File: src/rtl/dbus_arbiter.sv
// -----------------------------------------------------------------------------
// dbus_arbiter
//
// Shares one external data bus between the pipeline memory stage (port M) and
// a secondary master such as DMA or debug (port D). The block runs one bus
// cycle at a time, waits for the slave's DACK, arbitrates round-robin between
// the two ports, and aborts a bus cycle that waits too long for DACK.
//
// Handshakes:
//   M port : M_DAS is a level request. The port holds M_DAS and its qualifiers
//            stable while M_HLT is high. The cycle in which M_HLT drops while
//            M_DAS is high is the completion cycle, and M_DATAI is valid then.
//   D port : D_REQ is a level request. D_GNT pulses for one cycle when the
//            request is accepted. D_DONE (with D_ERR and D_RDATA) pulses one
//            cycle after the bus cycle completes. D_REQ must be low in the
//            D_DONE cycle, or the port is granted again.
//   Bus    : DAS/DRD/DWR/DADDR/DATAO/DLEN are driven for the whole bus cycle,
//            and are all zero between cycles. The slave ends the cycle with
//            DACK, and DATAI is valid with DACK. DACK is ignored between bus
//            cycles. At least one idle cycle separates two bus cycles.
//
// Ports:
//   CLK, RES                 clock; synchronous active-high reset
//   M_DAS/M_DRD/M_DWR        memory-stage request, load and store qualifiers
//   M_DADDR/M_DATAO/M_DLEN   memory-stage address, store data and size
//   M_DATAI, M_HLT           load data and pipeline stall
//   D_REQ/D_WE               secondary request and write enable
//   D_ADDR/D_WDATA/D_LEN     secondary address, write data and size
//   D_GNT/D_DONE/D_ERR       grant pulse, completion pulse, timeout flag
//   D_RDATA                  registered read data for the secondary master
//   DADDR/DATAO/DLEN         bus address, write data and size
//   DRD/DWR/DAS              bus read, write and address strobes
//   DATAI, DACK              bus read data and slave acknowledge
//   BUS_ERR                  one-cycle pulse on every timeout
//   o_dbg_state              current arbiter state (0 idle, 1 core, 2 dma)
// -----------------------------------------------------------------------------
module dbus_arbiter #(
    parameter int TIMEOUT_CYC = 15
) (
    input  logic        CLK,
    input  logic        RES,
    input  logic        M_DAS,
    input  logic        M_DRD,
    input  logic        M_DWR,
    input  logic [31:0] M_DADDR,
    input  logic [31:0] M_DATAO,
    input  logic [2:0]  M_DLEN,
    output logic [31:0] M_DATAI,
    output logic        M_HLT,
    input  logic        D_REQ,
    input  logic        D_WE,
    input  logic [31:0] D_ADDR,
    input  logic [31:0] D_WDATA,
    input  logic [2:0]  D_LEN,
    output logic        D_GNT,
    output logic        D_DONE,
    output logic        D_ERR,
    output logic [31:0] D_RDATA,
    output logic [31:0] DADDR,
    output logic [31:0] DATAO,
    output logic [2:0]  DLEN,
    output logic        DRD,
    output logic        DWR,
    output logic        DAS,
    input  logic [31:0] DATAI,
    input  logic        DACK,
    output logic        BUS_ERR,
    output logic [1:0]  o_dbg_state
);

    // The counter must reach TIMEOUT_CYC-1. With the timeout disabled it is
    // kept one bit wide so that the declarations stay legal.
    localparam int             WCW     = (TIMEOUT_CYC > 0) ? $clog2(TIMEOUT_CYC + 1) : 1;
    localparam bit             TO_EN   = (TIMEOUT_CYC != 0);
    localparam logic [WCW-1:0] WC_LAST = WCW'((TIMEOUT_CYC > 0) ? TIMEOUT_CYC - 1 : 0);

    typedef enum logic [1:0] {
        ST_IDLE = 2'd0,
        ST_CORE = 2'd1,
        ST_DMA  = 2'd2
    } state_t;

    state_t         r_state;
    state_t         w_next_state;
    logic           r_last_d;       // 1: the last completed bus cycle belonged to port D
    logic [WCW-1:0] r_wait_cnt;

    // Launch registers, loaded on the grant edge
    logic [31:0]    r_addr;
    logic [31:0]    r_wdata;
    logic [2:0]     r_len;
    logic           r_rd;
    logic           r_wr;

    logic           r_d_done;
    logic           r_d_err;
    logic [31:0]    r_d_rdata;

    logic           w_busy;
    logic           w_ack_cmp;
    logic           w_to_cmp;
    logic           w_cmp;
    logic           w_m_win;
    logic           w_d_win;

    assign w_busy    = (r_state != ST_IDLE);
    assign w_ack_cmp = w_busy & DACK;
    // A timeout is the last allowed wait cycle that still has no DACK. A DACK
    // in that same cycle counts as a normal completion.
    assign w_to_cmp  = w_busy & ~DACK & TO_EN & (r_wait_cnt == WC_LAST);
    assign w_cmp     = w_ack_cmp | w_to_cmp;

    // Round-robin tie break: on contention the port that did not own the last
    // bus cycle wins. The two win terms can never both be true.
    assign w_m_win = M_DAS & (~D_REQ | r_last_d);
    assign w_d_win = D_REQ & (~M_DAS | ~r_last_d);

    always_comb begin
        w_next_state = r_state;
        case (r_state)
            ST_IDLE: begin
                if (w_m_win) begin
                    w_next_state = ST_CORE;
                end else if (w_d_win) begin
                    w_next_state = ST_DMA;
                end
            end
            ST_CORE, ST_DMA: begin
                if (w_cmp) begin
                    w_next_state = ST_IDLE;
                end
            end
            default: w_next_state = ST_IDLE;
        endcase
    end

    always_ff @(posedge CLK) begin
        if (RES) begin
            r_state    <= ST_IDLE;
            r_last_d   <= 1'b1;
            r_wait_cnt <= '0;
            r_addr     <= '0;
            r_wdata    <= '0;
            r_len      <= '0;
            r_rd       <= 1'b0;
            r_wr       <= 1'b0;
            r_d_done   <= 1'b0;
            r_d_err    <= 1'b0;
            r_d_rdata  <= '0;
        end else begin
            r_state  <= w_next_state;
            r_d_done <= 1'b0;
            r_d_err  <= 1'b0;
            if (r_state == ST_IDLE) begin
                if (w_m_win) begin
                    r_addr  <= M_DADDR;
                    r_wdata <= M_DATAO;
                    r_len   <= M_DLEN;
                    r_rd    <= M_DRD;
                    r_wr    <= M_DWR;
                end else if (w_d_win) begin
                    r_addr  <= D_ADDR;
                    r_wdata <= D_WDATA;
                    r_len   <= D_LEN;
                    r_rd    <= ~D_WE;
                    r_wr    <= D_WE;
                end
            end else if (w_cmp) begin
                r_last_d   <= (r_state == ST_DMA);
                r_wait_cnt <= '0;
                if (r_state == ST_DMA) begin
                    r_d_done  <= 1'b1;
                    r_d_err   <= w_to_cmp;
                    r_d_rdata <= w_to_cmp ? 32'hFFFF_FFFF : DATAI;
                end
            end else if (TO_EN) begin
                r_wait_cnt <= r_wait_cnt + 1'b1;
            end
        end
    end

    // Bus pins are all zero between bus cycles
    assign DAS   = w_busy;
    assign DADDR = w_busy ? r_addr  : 32'h0;
    assign DATAO = w_busy ? r_wdata : 32'h0;
    assign DLEN  = w_busy ? r_len   : 3'b000;
    assign DRD   = w_busy & r_rd;
    assign DWR   = w_busy & r_wr;

    // The stall drops in the completion cycle itself, so the memory stage
    // captures M_DATAI on the same edge that returns the arbiter to idle.
    assign M_HLT   = M_DAS & ~((r_state == ST_CORE) & w_cmp);
    assign M_DATAI = w_to_cmp ? 32'hFFFF_FFFF : DATAI;

    assign D_GNT   = ~RES & (r_state == ST_IDLE) & w_d_win;
    assign D_DONE  = r_d_done;
    assign D_ERR   = r_d_err;
    assign D_RDATA = r_d_rdata;
    assign BUS_ERR = ~RES & w_to_cmp;

    assign o_dbg_state = r_state;

endmodule

File: config.mk
export PLATFORM = sky130hd
export DESIGN_NAME = dbus_arbiter
export DESIGN_NICKNAME = d
export VERILOG_FILES = /design/src/rtl/dbus_arbiter.sv
export SDC_FILE = /design/constraint.sdc
export NUM_CORES = 1
export LEC_CHECK = 0
export CORE_MARGIN = 5
export CORE_UTILIZATION = 38
export DETAILED_ROUTE_END_ITERATION = 8
export GPL_TIMING_DRIVEN = 0
export PLACE_DENSITY = 0.92
export SETUP_SLACK_MARGIN = 0.15
export SYNTH_ARGS = -nofsm -noshare
export SYNTH_HDL_FRONTEND = slang
export SYNTH_SLANG_ARGS = --single-unit
File: constraint.sdc
create_clock -name CLK -period 2 [get_ports CLK]
set_input_delay 0.2 -clock CLK [delete_from_list [all_inputs] [get_ports CLK]]
set_output_delay 0.2 -clock CLK [all_outputs]
set_load 0.05 [all_outputs]
# After elaboration in Yosys (flattened, before gate mapping)
# Index checks and enable logic that the tools add are counted.
# word_totals
regBits	110
input_bits	174
out_inout_bits	141
elab_cells	72
# op_classes
addsub	1
n_eq_ne	5
n_mux	20
n_bitwise	25
reduce_logical	10
# op_table
op	n
two-way mux 32 bit	7
bitwise AND 1 bit	12
inverter 1 bit	10
two-way mux 3 bit	3
two-way mux 2 bit	3
AND reduction 2 bit	3
two-way mux 1 bit	5
adder 4 x 1 -> 4 bit, second input constant	1
== test 4 bit, second input constant	1
two-way mux 4 bit	1
case mux 2 bit (2 select lines)	1
nonzero test 2 bit	2
OR reduction 4 bit	1
!= test 3 bit, second input constant	1
bitwise OR 1 bit	3
AND reduction 3 bit	1
OR reduction 3 bit	1
== test 2 x 1 -> 1 bit, second input constant	1
== test 2 bit, second input constant	1
logical NOT 2 bit	1
!= test 2 bit, second input constant	1
OR reduction 2 bit	1

# Logic depth before layout (Yosys ltp)
# logic_depth
word_depth	7
mapped_depth	8
mapped_depth_nobuf	6

# Worst setup path after synthesis
# Ideal clock, no wire load.
# synth_timing
kind	register to output
from	reg r_state[1], in the netlist o_dbg_state[1]
to	out D_GNT
t_arrival_ns	3.487
t_required_ns	1.800
slack_ns	-1.687
stages_incl_launch_ff	5
n_path_buf	0
path_cell_list	dfxtp_1 inv_1 ha_1 inv_2 a2111oi_0
# synth_between
elab_chain_len	3
# synth_lines
item	line	source
start, declared	83	state_t r_state;
start signal, assigned	151	r_state <= w_next_state;
logical NOT 2 bit	195	assign D_GNT = ~RES & (r_state == ST_IDLE) & w_d_win;
bitwise AND 1 bit (2 in a row)	195	
end, declared	55	output logic D_GNT,
# Every way passes these cells.

# Worst setup path after layout
# layout_timing
from	reg r_state[1], in the netlist o_dbg_state[1]
to	out M_DATAI[31]
# layout_between
elab_chain_len	4
# layout_lines
item	line	source
nonzero test 2 bit	106	assign w_busy = (r_state != ST_IDLE);
bitwise AND 1 bit (2 in a row)	110	assign w_to_cmp = w_busy & ~DACK & TO_EN & (r_wait_cnt == WC_LAST);
two-way mux 32 bit	193	assign M_DATAI = w_to_cmp ? 32'hFFFF_FFFF : DATAI;
end, declared	48	output logic [31:0] M_DATAI,
# Every way passes these cells.

==> summary.md <==
| Metric | Value |
|---|---|
| Status | complete, no violations |
| Routed len/inst | 18.1 µm |
| CTS Hold Bufs | 0 |
| Max-slew violation count | 0 |
| Final wirelength | 22000 µm |
| Leakage power total | 4.23 nW |
| DRC viols | 0 |
| Initial DRC count | 269 |
| Gr ovfl total | 0 |
| Warnings, synthesis | 0 |
| Hold Crit Class | input port to register |
| Routability cong. | 0.864 |
| Core Area | 13800 µm² |
| Synth Area in Simple Gates | 36.3% |
| Hold depth | 2 |
| Clk_lat worst skew | 350 ps |
| PortBufs | 313 |
| Compound-gate portion of the synthesized area | 14.7% |
| Final hold violations | 0 |
| Num Clock Sinks | 110 |
| Period Utilization, post-route | 98.3% |
| R2R cell count | 8 |
| ANT nets after route | 0 |
| Final Setup Violations | 0 |
| Initial antenna violation count | 1 |
| Syn nets | 873 |
| Slew HR | 49.3% |
| First-pass GRT wire length | 33200 µm |
| Crit Path Class | register to output port |
| Hpwl dp | 16400 µm |
| Largest family of logic cells by synthesized area | simple AND/OR/NAND/NOR gates |
| Final std cells w/o fill | 1217 |
| CTS buffer count | 9 |
| Synth Area in Adders | 1.18% |
| Peak VDD IR | 0.666 mV |
| Clk root buf | clkbuf_16 |
| Via density | 5.16 |
| Total GRT Usage | 25.6% |
| DR vias | 6274 |
| Worst EP required | 1800 ps |
| IO Count | 315 |
| RSZ-0062 raised after global routing | yes |
| Core Rows | 43 |
| Clk buf depth | 2 |
| Vias in the first global route | 6485 |
| Most frequent cells in the layout | clkdlybuf4s50_1 (206), nand2_1 (138), nor2_1 (137) |
| Max capacitance violation total | 0 |
| Post-synthesis cell area | 5320 µm² |
| Full die area | 16500 µm² |
| Nets | 1211 |
| Post-synthesis register bit count | 110 |
| Die Y | 128 µm |
| Startpoint types | register |
| N_diodes | 0 |
| Critical path arrival | 1770 ps |
| Area grow syn2layout | 88.7% |
| Die width | 128 µm |
| H-tree levels | 3 |
| TritonCTS clock tree | built |
| Cells after Synth | 694 |
| Post-synthesis xor/xnor area fraction | 0% |
| Max Clock Freq | 0.509 GHz |
| Largest net degree at the start of global routing | 18 |
| Syn avg cell area | 7.67 µm² |
| Crit-path max FO | 8 |
| Measured slew at the worst slew-check pin | 761 ps |
| Clk_skew | 7.70 ps |
| CP Capture Type | output port |
| Register area share after synthesis | 41.4% |
| Setup_tns | 0 ps |
| Share of layout cells above drive strength 1 | 27.1% |
| Initial DRT Pass Iterations | 5 |
| Reg clk slew, reported paths | 70 ps |
| Fin crit period | 1970 ps |
| Initial Util | 38.5% |
| Cells after DPL | 1187 |
| Synth cell types | 34 |
| Mux cell area share after synthesis | 0% |
| Commonest non-fill, non-tap cell in the layout | clkdlybuf4s50_1 |
| PwrDens | 1290 nW/µm² |
-- synth_stat cells (all sizes together) --
| master | number | area, µm² |
|---|---|---|
| nand2b | 34 | 213 |
| a311oi | 69 | 667 |
| nor2 | 141 | 532 |
| a21boi | 2 | 18.8 |
| nand2 | 138 | 518 |
| buf | 32 | 215 |
| a31oi | 1 | 6.26 |
| nand4b | 1 | 8.76 |
| nand3 | 4 | 20.0 |
| nand3b | 1 | 7.51 |
| o21ai | 4 | 23.8 |
| clkbuf | 27 | 101 |
| ha | 5 | 62.6 |
| nand4 | 1 | 6.26 |
| a21oi | 7 | 35.0 |
| nor3 | 34 | 170 |
| o31ai | 1 | 7.51 |
| inv | 6 | 22.5 |
| nor2b | 70 | 438 |
| nor4 | 1 | 6.26 |
| a2111oi | 1 | 8.76 |
| and3 | 1 | 6.26 |
| dfxtp | 110 | 2200 |
| a31o | 1 | 8.76 |
| and2 | 1 | 6.26 |
| a2bb2oi | 1 | 8.76 |
-- flip-flops by register name (all words and copies together), names as in the netlist --
| register | count |
|---|---|
| r_wait_cnt | 4 |
| r_wr | 1 |
| D_DONE | 1 |
| r_wdata | 32 |
| r_addr | 32 |
| r_last_d | 1 |
| r_rd | 1 |
| r_len | 3 |
| o_dbg_state | 2 |
| D_RDATA | 32 |
| D_ERR | 1 |
-- worst max-delay path, stage by stage (launching register included) --
cell and delay (ps):
dfxtp_4 360, inv_4 40, ha_4 190, nor2_4 90
nand4_1 120, buf_6 200, clkbuf_16 180, nand2b_4 90
buf_8 140
-- cell families after synthesis --
| family | Yosys count |
|---|---|
| compound gates | 87 |
| fa+ha+maj | 5 |
| buf+inv | 65 |
| flops | 110 |
| simple gates | 427 |
-- stage by stage --
step	hold slack (ps)	area (µm²)	setup slack, ps	power (mW)	utilization (%)
after floorplan	359	5910	101	8.35	-
after global placement	481	9270	-842	10.5	67.0
after detailed placement	487	9270	-857	10.6	67.0
after CTS	256	9910	44.5	12.8	71.7
after global routing	252	10000	-5.18	13.6	72.6
final	273	10000	34.9	12.9	72.6
-- what timing repair did --
action | in CTS | in global routing
gates cloned | 4 | 0
endpoints found under the hold margin | 0 | 0
gates resized for setup | 729 | 33
setup endpoints to repair | 203 | 104
setup buffers | 7 | 3
pin swaps | 4 | 1
-- layer usage --
| metal | global-route usage, % | up-vias | routed length, µm |
|---|---|---|---|
| li1 | - | 3001 | - |
| met1 | 25.6 | 2929 | 7630 |
| met2 | 48.6 | 291 | 11600 |
| met3 | 8.08 | 51 | 2050 |
| met4 | 10.7 | 2 | 696 |
| met5 | 0 | - | 13 |
-- power breakdown --
group	internal, mW	switching, mW
sequential	2.86	0.344
clock	0.976	0.834
combinational	3.09	4.80
total	6.93	5.98
-- area by class of cell --
| type | instances | area (µm²) |
|---|---|---|
| Timing Repair Buffer | 327 | 3380 |
| Buffer | 59 | 485 |
| Sequential cell | 110 | 2210 |
| Multi-Input combinational cell | 519 | 3420 |
| Clock buffer | 11 | 233 |
| Inverter | 6 | 27.5 |
| Fill cell | 994 | 3790 |
| Tap cell | 180 | 225 |
| Clock inverter | 5 | 60.1 |
-- final timing paths --
| kind | endpoint | slack, ps | startpoint |
|---|---|---|---|
| setup reg to reg | r_addr[30] | 260 | o_dbg_state[1] |
| hold reg to reg | r_addr[2] | 490 | r_addr[2] |
| hold / removal | D_DONE | 270 | RES |
| setup / recovery | M_DATAI[31] | 30 | o_dbg_state[1] |
Note: power is estimated with default switching activity, not from simulation.
